===== config.mk =====
export PLATFORM = sky130hd
export DESIGN_NAME = rom_seq_reader
export DESIGN_NICKNAME = d
export VERILOG_FILES = /design/src/rtl/rom_seq_reader.sv
export SDC_FILE = /design/constraint.sdc
export NUM_CORES = 1
export LEC_CHECK = 0
export ABC_CLOCK_PERIOD_IN_PS = 3910
export CAP_MARGIN = 25
export CORE_MARGIN = 5
export CORE_UTILIZATION = 30
export CTS_BUF_LIST = sky130_fd_sc_hd__clkbuf_16
export CTS_CLUSTER_DIAMETER = 100
export DETAILED_ROUTE_END_ITERATION = 16
export PLACE_DENSITY = 0.46
export RECOVER_POWER = 100
export SLEW_MARGIN = 10
export SYNTH_ARGS = -nofsm -noshare
export SYNTH_HDL_FRONTEND = slang
export SYNTH_SLANG_ARGS = --single-unit
export TNS_END_PERCENT = 30

===== constraint.sdc =====
create_clock -name clk -period 3.91 [get_ports clk]
set_input_delay 0.782 -clock clk [delete_from_list [all_inputs] [get_ports clk]]
set_output_delay 0.782 -clock clk [all_outputs]
set_load 0.02 [all_outputs]

===== src/rtl/rom_seq_reader.sv =====
// rom_seq_reader: upstream master for rom_ctrl. Walks a contiguous ROM address
// range, captures the registered read data into a small FIFO and presents it as
// a valid/ready stream. Reads are only issued when the FIFO is guaranteed to
// have room for them, so backpressure never drops a ROM word.
//
// Stream handshake: a word transfers on every clk edge where out_valid and
// out_ready are both 1; once out_valid is 1, out_data/out_last stay stable
// until that transfer happens, and out_valid never depends on out_ready.
module rom_seq_reader #(
   parameter int ADDR_W     = 8,
   parameter int DATA_W     = 8,
   parameter int FIFO_DEPTH = 4
) (
   input  logic              clk,
   input  logic              rst_n,
   input  logic              start,
   input  logic [ADDR_W-1:0] start_addr,
   input  logic [ADDR_W:0]   length,
   output logic              rom_en,
   output logic [ADDR_W-1:0] rom_addr,
   input  logic [DATA_W-1:0] rom_dout,
   output logic              out_valid,
   input  logic              out_ready,
   output logic [DATA_W-1:0] out_data,
   output logic              out_last,
   output logic              busy,
   output logic              done,
   output logic [1:0]        dbg_state
);

   localparam int PTR_W = $clog2(FIFO_DEPTH);
   localparam int CNT_W = PTR_W + 1;

   localparam logic [1:0] S_IDLE  = 2'd0;
   localparam logic [1:0] S_RUN   = 2'd1;
   localparam logic [1:0] S_DRAIN = 2'd2;

   localparam logic [ADDR_W:0] MAX_LEN = {1'b1, {ADDR_W{1'b0}}};

   logic [1:0]        state;
   logic [ADDR_W-1:0] addr;
   logic [ADDR_W:0]   remaining;
   logic [ADDR_W:0]   len_clamped;
   logic              rom_last;       // tag travelling with the issued read
   logic              inflight;
   logic              inflight_last;

   logic [DATA_W-1:0] data_mem [FIFO_DEPTH];
   logic              last_mem [FIFO_DEPTH];
   logic [PTR_W-1:0]  wr_ptr;
   logic [PTR_W-1:0]  rd_ptr;
   logic [CNT_W-1:0]  fifo_count;

   logic [CNT_W:0]    occupancy;
   logic              credit_ok;
   logic              issue;
   logic              push;
   logic              pop;

   // Credit check: words already buffered plus every read that will still land
   // (in flight now, or being issued this cycle) must leave a free slot.
   always_comb begin
      len_clamped = (length > MAX_LEN) ? MAX_LEN : length;
      occupancy   = {1'b0, fifo_count}
                  + {{CNT_W{1'b0}}, inflight}
                  + {{CNT_W{1'b0}}, rom_en};
      credit_ok   = occupancy < (CNT_W + 1)'(FIFO_DEPTH);
      issue       = (state == S_RUN) && (remaining != '0) && credit_ok;
      push        = inflight;
      pop         = out_valid && out_ready;
   end

   // Burst sequencer: IDLE issues the first read directly so rom_en follows start by one cycle.
   always_ff @(posedge clk or negedge rst_n) begin
      if (!rst_n) begin
         state     <= S_IDLE;
         addr      <= '0;
         remaining <= '0;
         rom_en    <= 1'b0;
         rom_addr  <= '0;
         rom_last  <= 1'b0;
         done      <= 1'b0;
      end else begin
         rom_en   <= 1'b0;
         rom_last <= 1'b0;
         done     <= 1'b0;
         case (state)
            S_IDLE: begin
               if (start) begin
                  if (len_clamped == '0) begin
                     done <= 1'b1;
                  end else begin
                     rom_en    <= 1'b1;
                     rom_addr  <= start_addr;
                     rom_last  <= (len_clamped == (ADDR_W + 1)'(1));
                     addr      <= start_addr + ADDR_W'(1);
                     remaining <= len_clamped - (ADDR_W + 1)'(1);
                     state     <= (len_clamped == (ADDR_W + 1)'(1)) ? S_DRAIN : S_RUN;
                  end
               end
            end
            S_RUN: begin
               if (issue) begin
                  rom_en    <= 1'b1;
                  rom_addr  <= addr;
                  rom_last  <= (remaining == (ADDR_W + 1)'(1));
                  addr      <= addr + ADDR_W'(1);
                  remaining <= remaining - (ADDR_W + 1)'(1);
                  if (remaining == (ADDR_W + 1)'(1)) state <= S_DRAIN;
               end
            end
            S_DRAIN: begin
               if ((fifo_count == '0) && !inflight && !rom_en) begin
                  done  <= 1'b1;
                  state <= S_IDLE;
               end
            end
            default: state <= S_IDLE;
         endcase
      end
   end

   // Read-data capture and output FIFO; a read issued last cycle lands now.
   always_ff @(posedge clk or negedge rst_n) begin
      if (!rst_n) begin
         inflight      <= 1'b0;
         inflight_last <= 1'b0;
         wr_ptr        <= '0;
         rd_ptr        <= '0;
         fifo_count    <= '0;
         for (int i = 0; i < FIFO_DEPTH; i++) begin
            data_mem[i] <= '0;
            last_mem[i] <= 1'b0;
         end
      end else begin
         inflight      <= rom_en;
         inflight_last <= rom_last;
         if (push) begin
            data_mem[wr_ptr] <= rom_dout;
            last_mem[wr_ptr] <= inflight_last;
            wr_ptr           <= wr_ptr + PTR_W'(1);
         end
         if (pop) rd_ptr <= rd_ptr + PTR_W'(1);
         case ({push, pop})
            2'b10:   fifo_count <= fifo_count + CNT_W'(1);
            2'b01:   fifo_count <= fifo_count - CNT_W'(1);
            default: fifo_count <= fifo_count;
         endcase
      end
   end

   // Stream outputs come straight from the FIFO head; zero when empty.
   always_comb begin
      out_valid = (fifo_count != '0);
      out_data  = out_valid ? data_mem[rd_ptr] : '0;
      out_last  = out_valid ? last_mem[rd_ptr] : 1'b0;
      busy      = (state != S_IDLE);
      dbg_state = state;
   end

endmodule


* After elaboration in Yosys (flattened, before gate mapping) *
Index checks and enable logic that the tools add are counted.
W data, S select, Z words.

operators by class
  bitwise operators = 2
  muxes and demuxes = 47
  eq/ne operators = 11
  add/subtract/negate cells = 10
  reduce and logical (&&, ||, !) cells = 18
  $lt $le $gt $ge = 5

operators with widths
  operator               number
  $mux W8                10
  $mux W9                4
  $bwmux W32             1
  $pmux W8 S2            2
  $eq A9 B1 Y1 const B   2
  $pmux W9 S2            1
  $sub A9 B1 Y9 const B  2
  $add A8 B1 Y8 const B  2
  $bmux W8 S2            1
  $demux W8 S2           1
  $mux W1                13
  $mux W2                6
  $gt A9 B9 Y1 const B   1
  $logic_not A9 Y1       1
  $reduce_bool A9 Y1     1
  $ne A2 B2 Y1 const B   4
  $ge A3 B3 Y1 const B   2
  $logic_and A1 B1 Y1    6
  $not A2 Y3             2
  $pmux W1 S2            3
  $pmux W2 S3            1
  $pmux W3 S2            1
  $reduce_bool A2 Y1     3
  $reduce_and A5 Y1      1
  other kinds (18)       22

storage, ports and cells
  output and inout port bits = 23
  word-level logic and storage cells = 113
  register bits = 75
  input bits = 29

* Logic depth before layout (Yosys ltp) *
Gate-level depths: netlist of run 1.

  depth after elaboration = 7
  depth in mapped cells = 10
  depth with buffers taken out = 9

* Worst setup path before layout of run 1 *
Ideal clock, no wire load.

  kind = input -> register
  from = input length[0]
  to = register addr[7]
  required time = 3.786 ns
  setup time = 0.124 ns
  slack = 1.404 ns
  arrival time = 2.382 ns
  stages on the path = 9
  buffers on the path = 1
  cells stage by stage = nor2b_1 inv_1 ha_1 clkbuf_1 a31oi_4 a21oi_4 inv_2 o211a_1 a211o_1

on the way
  longest elaborated chain between the ends = 5

RTL lines
  element                          RTL line  RTL
  from (decl)                      18        input logic [ADDR_W:0] length,
  $gt A9 B9 Y1                     63        len_clamped = (length > MAX_LEN) ? MAX_LEN : length;
  $mux W9 (*)                      63
  $logic_not A9 Y1 (*)             90        if (len_clamped == '0) begin
  $ne A2 B2 Y1 (no line) (*)       --
  $reduce_and A4 Y1 (no line) (*)  --
  to (signal assigned)             96        addr <= start_addr + ADDR_W'(1);
  to (signal assigned)             107       addr <= addr + ADDR_W'(1);
  to (decl)                        41        logic [ADDR_W-1:0] addr;

Every way passes the cells marked *; elsewhere a longest branch is shown, timed or not.
A chain may end at the register's enable or synchronous reset.

* Final worst setup path of run 1 *
  from = input length[8]
  to = register remaining[4]

on the way
  longest elaborated chain between the ends = 6
  elaborated cells on any way between the ends = 9
  classes of those cells = add/sub: 1; order compare: 1; eq/ne: 1; mux: 4; reduce/logical: 2

RTL lines
  element               RTL line  RTL
  $gt A9 B9 Y1          63
  $mux W9 (*)           63
  $sub A9 B1 Y9         97        remaining <= len_clamped - (ADDR_W + 1)'(1);
  $mux W9               90
  $mux W9               89        if (start) begin
  $pmux W9 S2           87        case (state)
  to (signal assigned)  97
  to (signal assigned)  108       remaining <= remaining - (ADDR_W + 1)'(1);
  to (decl)             42        logic [ADDR_W:0] remaining;

Every way passes the cells marked *; elsewhere a longest branch is shown, timed or not. The select of a mux whose other input is x is not followed.

==> results_tabular.tex, run 1 <==
\begin{tabular}{lr}
\hline
Metric & Value \\
\hline
\multicolumn{2}{l}{\textbf{Route}} \\
\quad Number of detailed-routing iterations run before antenna repair & 5 \\
\quad Initial DRC count & 134 \\
\quad Number of antenna-violating nets in the routed design & 0 \\
\quad Routed len/inst & 15.4 microns \\
\quad Via-per-instance ratio & 4.87 \\
\quad Via total after detailed routing & 2,935 \\
\quad Final wirelength & 9290 microns \\
\quad DRC violation count after routing & 0 \\
\multicolumn{2}{l}{\textbf{Clock tree}} \\
\quad Post-CTS Setup Bufs & 0 \\
\quad Number of gates resized after CTS & 0 \\
\quad Clock network latency to the later pin of the worst-skew pair & 330 ps \\
\quad Number of CTS-inserted buffers & 9 \\
\quad CTS tree & built \\
\quad Clock Root Buffer & sky130\_fd\_sc\_hd\_\_clkbuf\_16 \\
\quad Clock net sink count & 75 \\
\quad CTS Hold Bufs & 0 \\
\quad Clock tree buffer depth & 2 \\
\quad Clock-pin slew on the worst setup and hold paths & 60 ps \\
\quad Number of levels in the clock H-tree & 3 \\
\multicolumn{2}{l}{\textbf{Place}} \\
\quad Post-Place Setup Slack & 632 ps \\
\quad Final HPWL DP & 6360 microns \\
\quad Routability-driven placement congestion ratio & 0.790 \\
\quad IO buf count & 51 \\
\multicolumn{2}{l}{\textbf{STA}} \\
\quad Timing-limited maximum frequency & 0.302 GHz \\
\quad Slew @ Worst Pin & 1360 ps \\
\quad Unrepaired setup endpoints after global routing & false \\
\quad Final hold violations & 0 \\
\quad Setup-failing EPs final & 0 \\
\quad Fin crit share & 84.7\% \\
\quad Setup tns final & 0 ps \\
\quad Minimum clock period & 3310 ps \\
\quad Post-route setup slack & 597 ps \\
\quad Max-slew violations & 0 \\
\quad Rel. slew slack & 9.11\% \\
\quad Worst setup skew after layout & 5.12 ps \\
\multicolumn{2}{l}{\textbf{Global routing}} \\
\quad Wire length of the first global-routing pass & 16,000 microns \\
\quad Global-route total usage across every layer & 12.6\% \\
\quad Number of global-route vias before repair & 3,099 \\
\quad Grt total ovfl & 0 \\
\quad Largest net degree at the start of global routing & 76 \\
\quad Antenna violations before repair & 0 \\
\multicolumn{2}{l}{\textbf{Synthesis}} \\
\quad Adder and majority cell fraction of the synthesized area & 4.25\% \\
\quad Fraction of registers with async set or reset after synthesis & 100\% \\
\quad Post-synthesis net count & 412 \\
\quad Flops \& latches, synth & 75 \\
\quad Area share of and/or/nand/nor cells after synthesis & 14.8\% \\
\quad Post-synth EDFFs & 0 \\
\quad Proportion of synthesized chip area in sequential cells & 46.8\% \\
\quad Synth unique cells & 54 \\
\quad Area fraction in compound gates after synthesis & 11.8\% \\
\quad Synth Instances & 370 \\
\quad Post-Syn Area & 4010 sq um \\
\quad Mean instance size in the synthesized netlist & 10.8 sq um \\
\quad Total number of yosys warnings & 0 \\
\quad Combinational family with the most area after synthesis & multiplexers \\
\quad Dominant register cell in the synthesized netlist & sky130\_fd\_sc\_hd\_\_dfrtp\_1 \\
\quad Xor/xnor share of the synthesized area & 2.19\% \\
\quad Post-synthesis mux area share & 17.2\% \\
\multicolumn{2}{l}{\textbf{Setup path}} \\
\quad Worst reg2reg setup slack & 1320 ps \\
\quad Capturing element type of the critical path & register \\
\quad Sort of element at the start of the critical path & input pin \\
\quad Worst r2r src & dbg\_state[1] \\
\quad Max FO, Critical Path & 11 \\
\quad Worst setup path category & in -> reg \\
\quad Worst Path Required & 4130 ps \\
\quad Logic depth of the worst register-to-register path & 7 \\
\quad Crit path DAT & 3530 ps \\
\quad Critical register-to-register path endpoint & remaining[4] \\
\multicolumn{2}{l}{\textbf{Power}} \\
\quad Pleak & 2.12 nW \\
\quad Power Total & 4.28 mW \\
\quad Maximum vdd ir drop & 0.344 mV \\
\quad Power density normalized to cell area & 861 nW/um\^{}2 \\
\multicolumn{2}{l}{\textbf{Cells and area}} \\
\quad Post-layout net count & 465 \\
\quad Multi-input gate area & 2000 sq um \\
\quad Final design utilization & 37.7\% \\
\quad Number of antenna repair diodes & 0 \\
\quad Sequential cell area & 1880 sq um \\
\quad Area growth, synth to finish & 24.0\% \\
\quad Total of fill cells in the finished design & 1,302 \\
\quad Most frequent standard cell in the layout excluding fill and tap cells & sky130\_fd\_sc\_hd\_\_dfrtp\_1 \\
\quad Commonest cells after routing, fill and taps aside & sky130\_fd\_sc\_hd\_\_dfrtp\_1 (75), sky130\_fd\_sc\_hd\_\_nand2\_1 (49), sky130\_fd\_sc\_hd\_\_mux2\_2 (37) \\
\quad Ratio of cells with drive above 1 in the final layout & 16.2\% \\
\multicolumn{2}{l}{\textbf{Hold path}} \\
\quad WHS Path Cells & 0 \\
\quad Hold path start & rom\_last \\
\quad WHS Endpoint & inflight\_last \\
\quad Worst hold-check path type & reg -> reg \\
\multicolumn{2}{l}{\textbf{Floorplanning}} \\
\quad Core area & 13,200 sq um \\
\quad Starting Density & 30.4\% \\
\quad Die boundary width & 126 microns \\
\quad Number of top-level pins & 52 \\
\quad Std-Cell Rows & 42 \\
\quad Area enclosed by the die boundary & 15,800 sq um \\
\quad DIE HEIGHT & 126 microns \\
\multicolumn{2}{l}{\textbf{Run status}} \\
\quad Result of the run & finished, final reports clean \\
\multicolumn{2}{l}{\textbf{Run}} \\
\quad Maximum Capacitance Violations & 0 \\
\hline
\end{tabular}
==> logic make-up after synthesis <==
group,count (synthesis)
xor+xnor,10
flops,75
buf+inv,28
mux,53
fa+ha+maj,13
simple gates,120
compound gates,71
==> final cells by class <==
type	count	area share, %
sequential	75	37.8
multi-input combinational	267	40.2
inverter	14	1.06
timing repair buffer	56	10.9
clock buffer	9	4.53
tap	176	4.43
clock inverter	6	1.16
==> worst max-delay path by stage <==
stage | start | end | slack (ps)
final | length[8] | remaining[4] | 600
after global routing | length[8] | remaining[4] | 390
after CTS | rd_ptr[0] | out_data[5] | 630
after detailed placement | length[8] | addr[2] | 630
after global placement | length[8] | addr[2] | 750
after floorplan | length[0] | addr[7] | 1400
==> registers in the layout, summed over array words and instances (netlist names) <==
name	count
data_mem	32
remaining	9
done	1
addr	8
rd_ptr	2
fifo_count	3
inflight	1
wr_ptr	2
rom_addr	8
inflight_last	1
rom_en	1
rom_last	1
last_mem	4
dbg_state	2
==> per-stage QoR <==
stage | instance area, sq um | std cells | hold slack [ps]
floorplan | 4010 | 370 | 331
global placement | 4700 | 587 | 337
detailed placement | 4700 | 587 | 336
CTS | 4980 | 602 | 350
global route | 4970 | 603 | 365
finish | 4970 | 603 | 346
==> routing by layer <==
metal | GRT usage (%) | up-vias | share of wire [%]
li1 | - | 1429 | -
met2 | 21.0 | 58 | 49
met5 | 0 | - | 0
met3 | 3.92 | 13 | 4.2
met1 | 15.9 | 1435 | 46
met4 | 3.25 | 0 | 1.1
==> critical path: stages <==
cell	delay [ps]
sky130_fd_sc_hd__dlygate4sd3_1	640
sky130_fd_sc_hd__nor2b_1	190
sky130_fd_sc_hd__inv_1	80
sky130_fd_sc_hd__ha_1	310
sky130_fd_sc_hd__a31oi_1	640
sky130_fd_sc_hd__a21oi_4	40
sky130_fd_sc_hd__inv_1	330
sky130_fd_sc_hd__buf_4	240
sky130_fd_sc_hd__o21ai_0	90
sky130_fd_sc_hd__a22o_1	190
==> where the power goes <==
part / leakage (nW) / internal [mW] / total (mW) / switching [mW]
sequential: 0.899 / 1.15 / 1.46 / 0.308
clock: 0.138 / 0.486 / 0.799 / 0.313
combinational: 1.08 / 0.976 / 2.03 / 1.05
total: 2.12 / 2.61 / 4.28 / 1.67
==> Yosys cell counts, drive strengths merged (2+ instances only) <==
master	count	area share (%)
a211o	2	0.44
a211oi	3	0.56
a21o	3	0.56
a21oi	18	2.5
and2	12	1.9
buf	7	0.97
clkbuf	7	0.66
dfrtp	75	47
ha	12	3.7
inv	14	1.3
mux2	37	10
mux2i	7	1.7
mux4	9	5.1
nand2	49	4.6
nand2b	3	0.47
nand3	14	1.7
nor2	15	1.4
nor2b	4	0.62
nor3	10	1.2
nor3b	2	0.37
nor4	5	1.3
o211a	2	0.50
o211ai	2	0.37
o21a	3	0.56
o21ai	25	3.1
xnor2	4	0.87
xor2	6	1.3
Power figures use the tool's default switching activity.
==> run 2, diff against run 1 <==
ABC_CLOCK_PERIOD_IN_PS = 3160   (was 3910)
clock period = 3.16 ns   (was 3.91 ns; I/O delays follow)
==> results_tabular.tex, run 2 (synthesized netlist as in run 1, its figures left out) <==
\begin{tabular}{lr}
\hline
Metric & Value \\
\hline
\multicolumn{2}{l}{\textbf{Route}} \\
\quad Via-per-instance ratio & 4.79 \\
\quad Routed len/inst & 15.3 microns \\
\quad Final wirelength & 9280 microns \\
\quad Number of antenna-violating nets in the routed design & 0 \\
\quad Via total after detailed routing & 2,907 \\
\quad DRC violation count after routing & 0 \\
\quad Initial DRC count & 124 \\
\quad Number of detailed-routing iterations run before antenna repair & 4 \\
\multicolumn{2}{l}{\textbf{Setup path}} \\
\quad Worst Path Required & 3380 ps \\
\quad Worst reg2reg setup slack & 610 ps \\
\quad End of the critical path & addr[7] \\
\quad Logic depth of the worst register-to-register path & 7 \\
\quad Capturing element type of the critical path & register \\
\quad Max FO, Critical Path & 18 \\
\quad Sort of element at the start of the critical path & input pin \\
\quad Crit path DAT & 3070 ps \\
\quad Critical register-to-register path endpoint & addr[7] \\
\quad Worst r2r src & rom\_en \\
\quad CP Launch Point & length[8] \\
\quad Worst setup path category & in -> reg \\
\multicolumn{2}{l}{\textbf{Global routing}} \\
\quad Antenna violations before repair & 0 \\
\quad Wire length of the first global-routing pass & 15,500 microns \\
\quad Grt total ovfl & 0 \\
\quad Largest net degree at the start of global routing & 76 \\
\quad Number of global-route vias before repair & 2,948 \\
\quad Global-route total usage across every layer & 12.3\% \\
\multicolumn{2}{l}{\textbf{Floorplanning}} \\
\quad Area enclosed by the die boundary & 15,800 sq um \\
\quad Starting Density & 30.4\% \\
\quad Die boundary width & 126 microns \\
\quad DIE HEIGHT & 126 microns \\
\quad Std-Cell Rows & 42 \\
\quad Core area & 13,200 sq um \\
\quad Number of top-level pins & 52 \\
\multicolumn{2}{l}{\textbf{STA}} \\
\quad Worst hold margin & 346 ps \\
\quad Unrepaired setup endpoints after global routing & false \\
\quad Worst setup skew after layout & 3.48 ps \\
\quad Setup-failing EPs final & 0 \\
\quad Minimum clock period & 2850 ps \\
\quad Timing-limited maximum frequency & 0.351 GHz \\
\quad Fin crit share & 90.1\% \\
\quad Max-slew violations & 38 \\
\quad Setup tns final & 0 ps \\
\quad Slew @ Worst Pin & 2140 ps \\
\quad Final hold violations & 0 \\
\quad Rel. slew slack & -42.5\% \\
\multicolumn{2}{l}{\textbf{Run}} \\
\quad Maximum Capacitance Violations & 1 \\
\multicolumn{2}{l}{\textbf{Power}} \\
\quad Power Total & 5.46 mW \\
\quad Pleak & 2.13 nW \\
\quad Power density normalized to cell area & 1090 nW/um\^{}2 \\
\quad Maximum vdd ir drop & 0.332 mV \\
\multicolumn{2}{l}{\textbf{Clock tree}} \\
\quad Clock tree buffer depth & 2 \\
\quad Clock Root Buffer & sky130\_fd\_sc\_hd\_\_clkbuf\_16 \\
\quad Number of gates resized after CTS & 0 \\
\quad Clock-pin slew on the worst setup and hold paths & 60 ps \\
\quad CTS Hold Bufs & 0 \\
\quad Clock net sink count & 75 \\
\quad Number of levels in the clock H-tree & 3 \\
\quad Number of CTS-inserted buffers & 9 \\
\quad Post-CTS Setup Bufs & 0 \\
\quad Clock network latency to the later pin of the worst-skew pair & 340 ps \\
\quad CTS tree & built \\
\multicolumn{2}{l}{\textbf{Hold path}} \\
\quad Worst hold-check path type & reg -> reg \\
\quad WHS Path Cells & 0 \\
\multicolumn{2}{l}{\textbf{Place}} \\
\quad Final HPWL DP & 6350 microns \\
\quad IO buf count & 51 \\
\quad Number of placed instances, taps included & 590 \\
\quad Post-DP Area & 4720 sq um \\
\quad Routability-driven placement congestion ratio & 0.821 \\
\multicolumn{2}{l}{\textbf{Cells and area}} \\
\quad Commonest cells after routing, fill and taps aside & sky130\_fd\_sc\_hd\_\_dfrtp\_1 (75), sky130\_fd\_sc\_hd\_\_nand2\_1 (49), sky130\_fd\_sc\_hd\_\_mux2\_2 (37) \\
\quad Top flop regs & data\_mem (32), remaining (9) \\
\quad Area growth, synth to finish & 25.7\% \\
\quad Ratio of cells with drive above 1 in the final layout & 16.7\% \\
\quad Final Instance Count excl. Fillers & 607 \\
\quad Total of fill cells in the finished design & 1,306 \\
\quad Number of antenna repair diodes & 0 \\
\quad Flip-flop count of the largest register after layout & 32 \\
\quad Most frequent standard cell in the layout excluding fill and tap cells & sky130\_fd\_sc\_hd\_\_dfrtp\_1 \\
\quad Register with the most flip-flops & data\_mem \\
\quad Post-layout net count & 468 \\
\quad Final non-filler cell area & 5030 sq um \\
\multicolumn{2}{l}{\textbf{Run status}} \\
\quad Result of the run & finished with violations \\
\quad Violations in the final reports & capacitance limit, slew limit \\
\hline
\end{tabular}
[run 2: cell type report]
cell class / instances / area, sq um / area share (%)
Sequential cell: 75 / 1880 / 37.3
Clock inverter: 7 / 100 / 1.99
Timing Repair Buffer: 59 / 563 / 11.2
Inverter: 14 / 52.6 / 1.04
Multi-Input combinational cell: 267 / 2000 / 39.7
Tap cell: 176 / 220 / 4.37
Clock buffer: 9 / 225 / 4.47
[run 2: metal layers]
metal	GRT usage, %	part of all wire, %	vias to the layer above
met5	0	0	-
met4	2.87	1.1	0
met3	4.61	4.4	10
met2	20.3	49	45
met1	15.4	45	1421
li1	-	-	1431
[run 2: how the worst min path moves through the flow]
stage / from / endpoint / slack, ps
2_1_floorplan: rom_last / inflight_last / 330
3_5_place_dp: rom_last / inflight_last / 340
3_3_place_gp: rom_last / inflight_last / 330
5_1_grt: rom_last / inflight_last / 370
4_1_cts: rom_last / inflight_last / 350
6_report: rom_last / inflight_last / 350
[run 2: per-stage QoR]
stage	utilization [%]	setup WS [ps]
after floorplan	-	770
after global placement	35.8	395
after detailed placement	35.8	349
after CTS	38.3	288
after global routing	38.2	143
final	38.2	313
[run 2: where the power goes]
part	switching, mW	internal (mW)	total (mW)
clock network	0.423	0.698	1.12
registers	0.342	1.42	1.76
logic	1.33	1.25	2.58
[run 2: worst max-delay path, cell delays in order]
cell and delay (ps):
sky130_fd_sc_hd__dlygate4sd3_1 650, sky130_fd_sc_hd__nor2b_1 190, sky130_fd_sc_hd__inv_1 80, sky130_fd_sc_hd__ha_1 210, sky130_fd_sc_hd__a31oi_1 300, sky130_fd_sc_hd__a21oi_4 50, sky130_fd_sc_hd__inv_1 460, sky130_fd_sc_hd__o21ai_0 180
sky130_fd_sc_hd__a211o_1 310
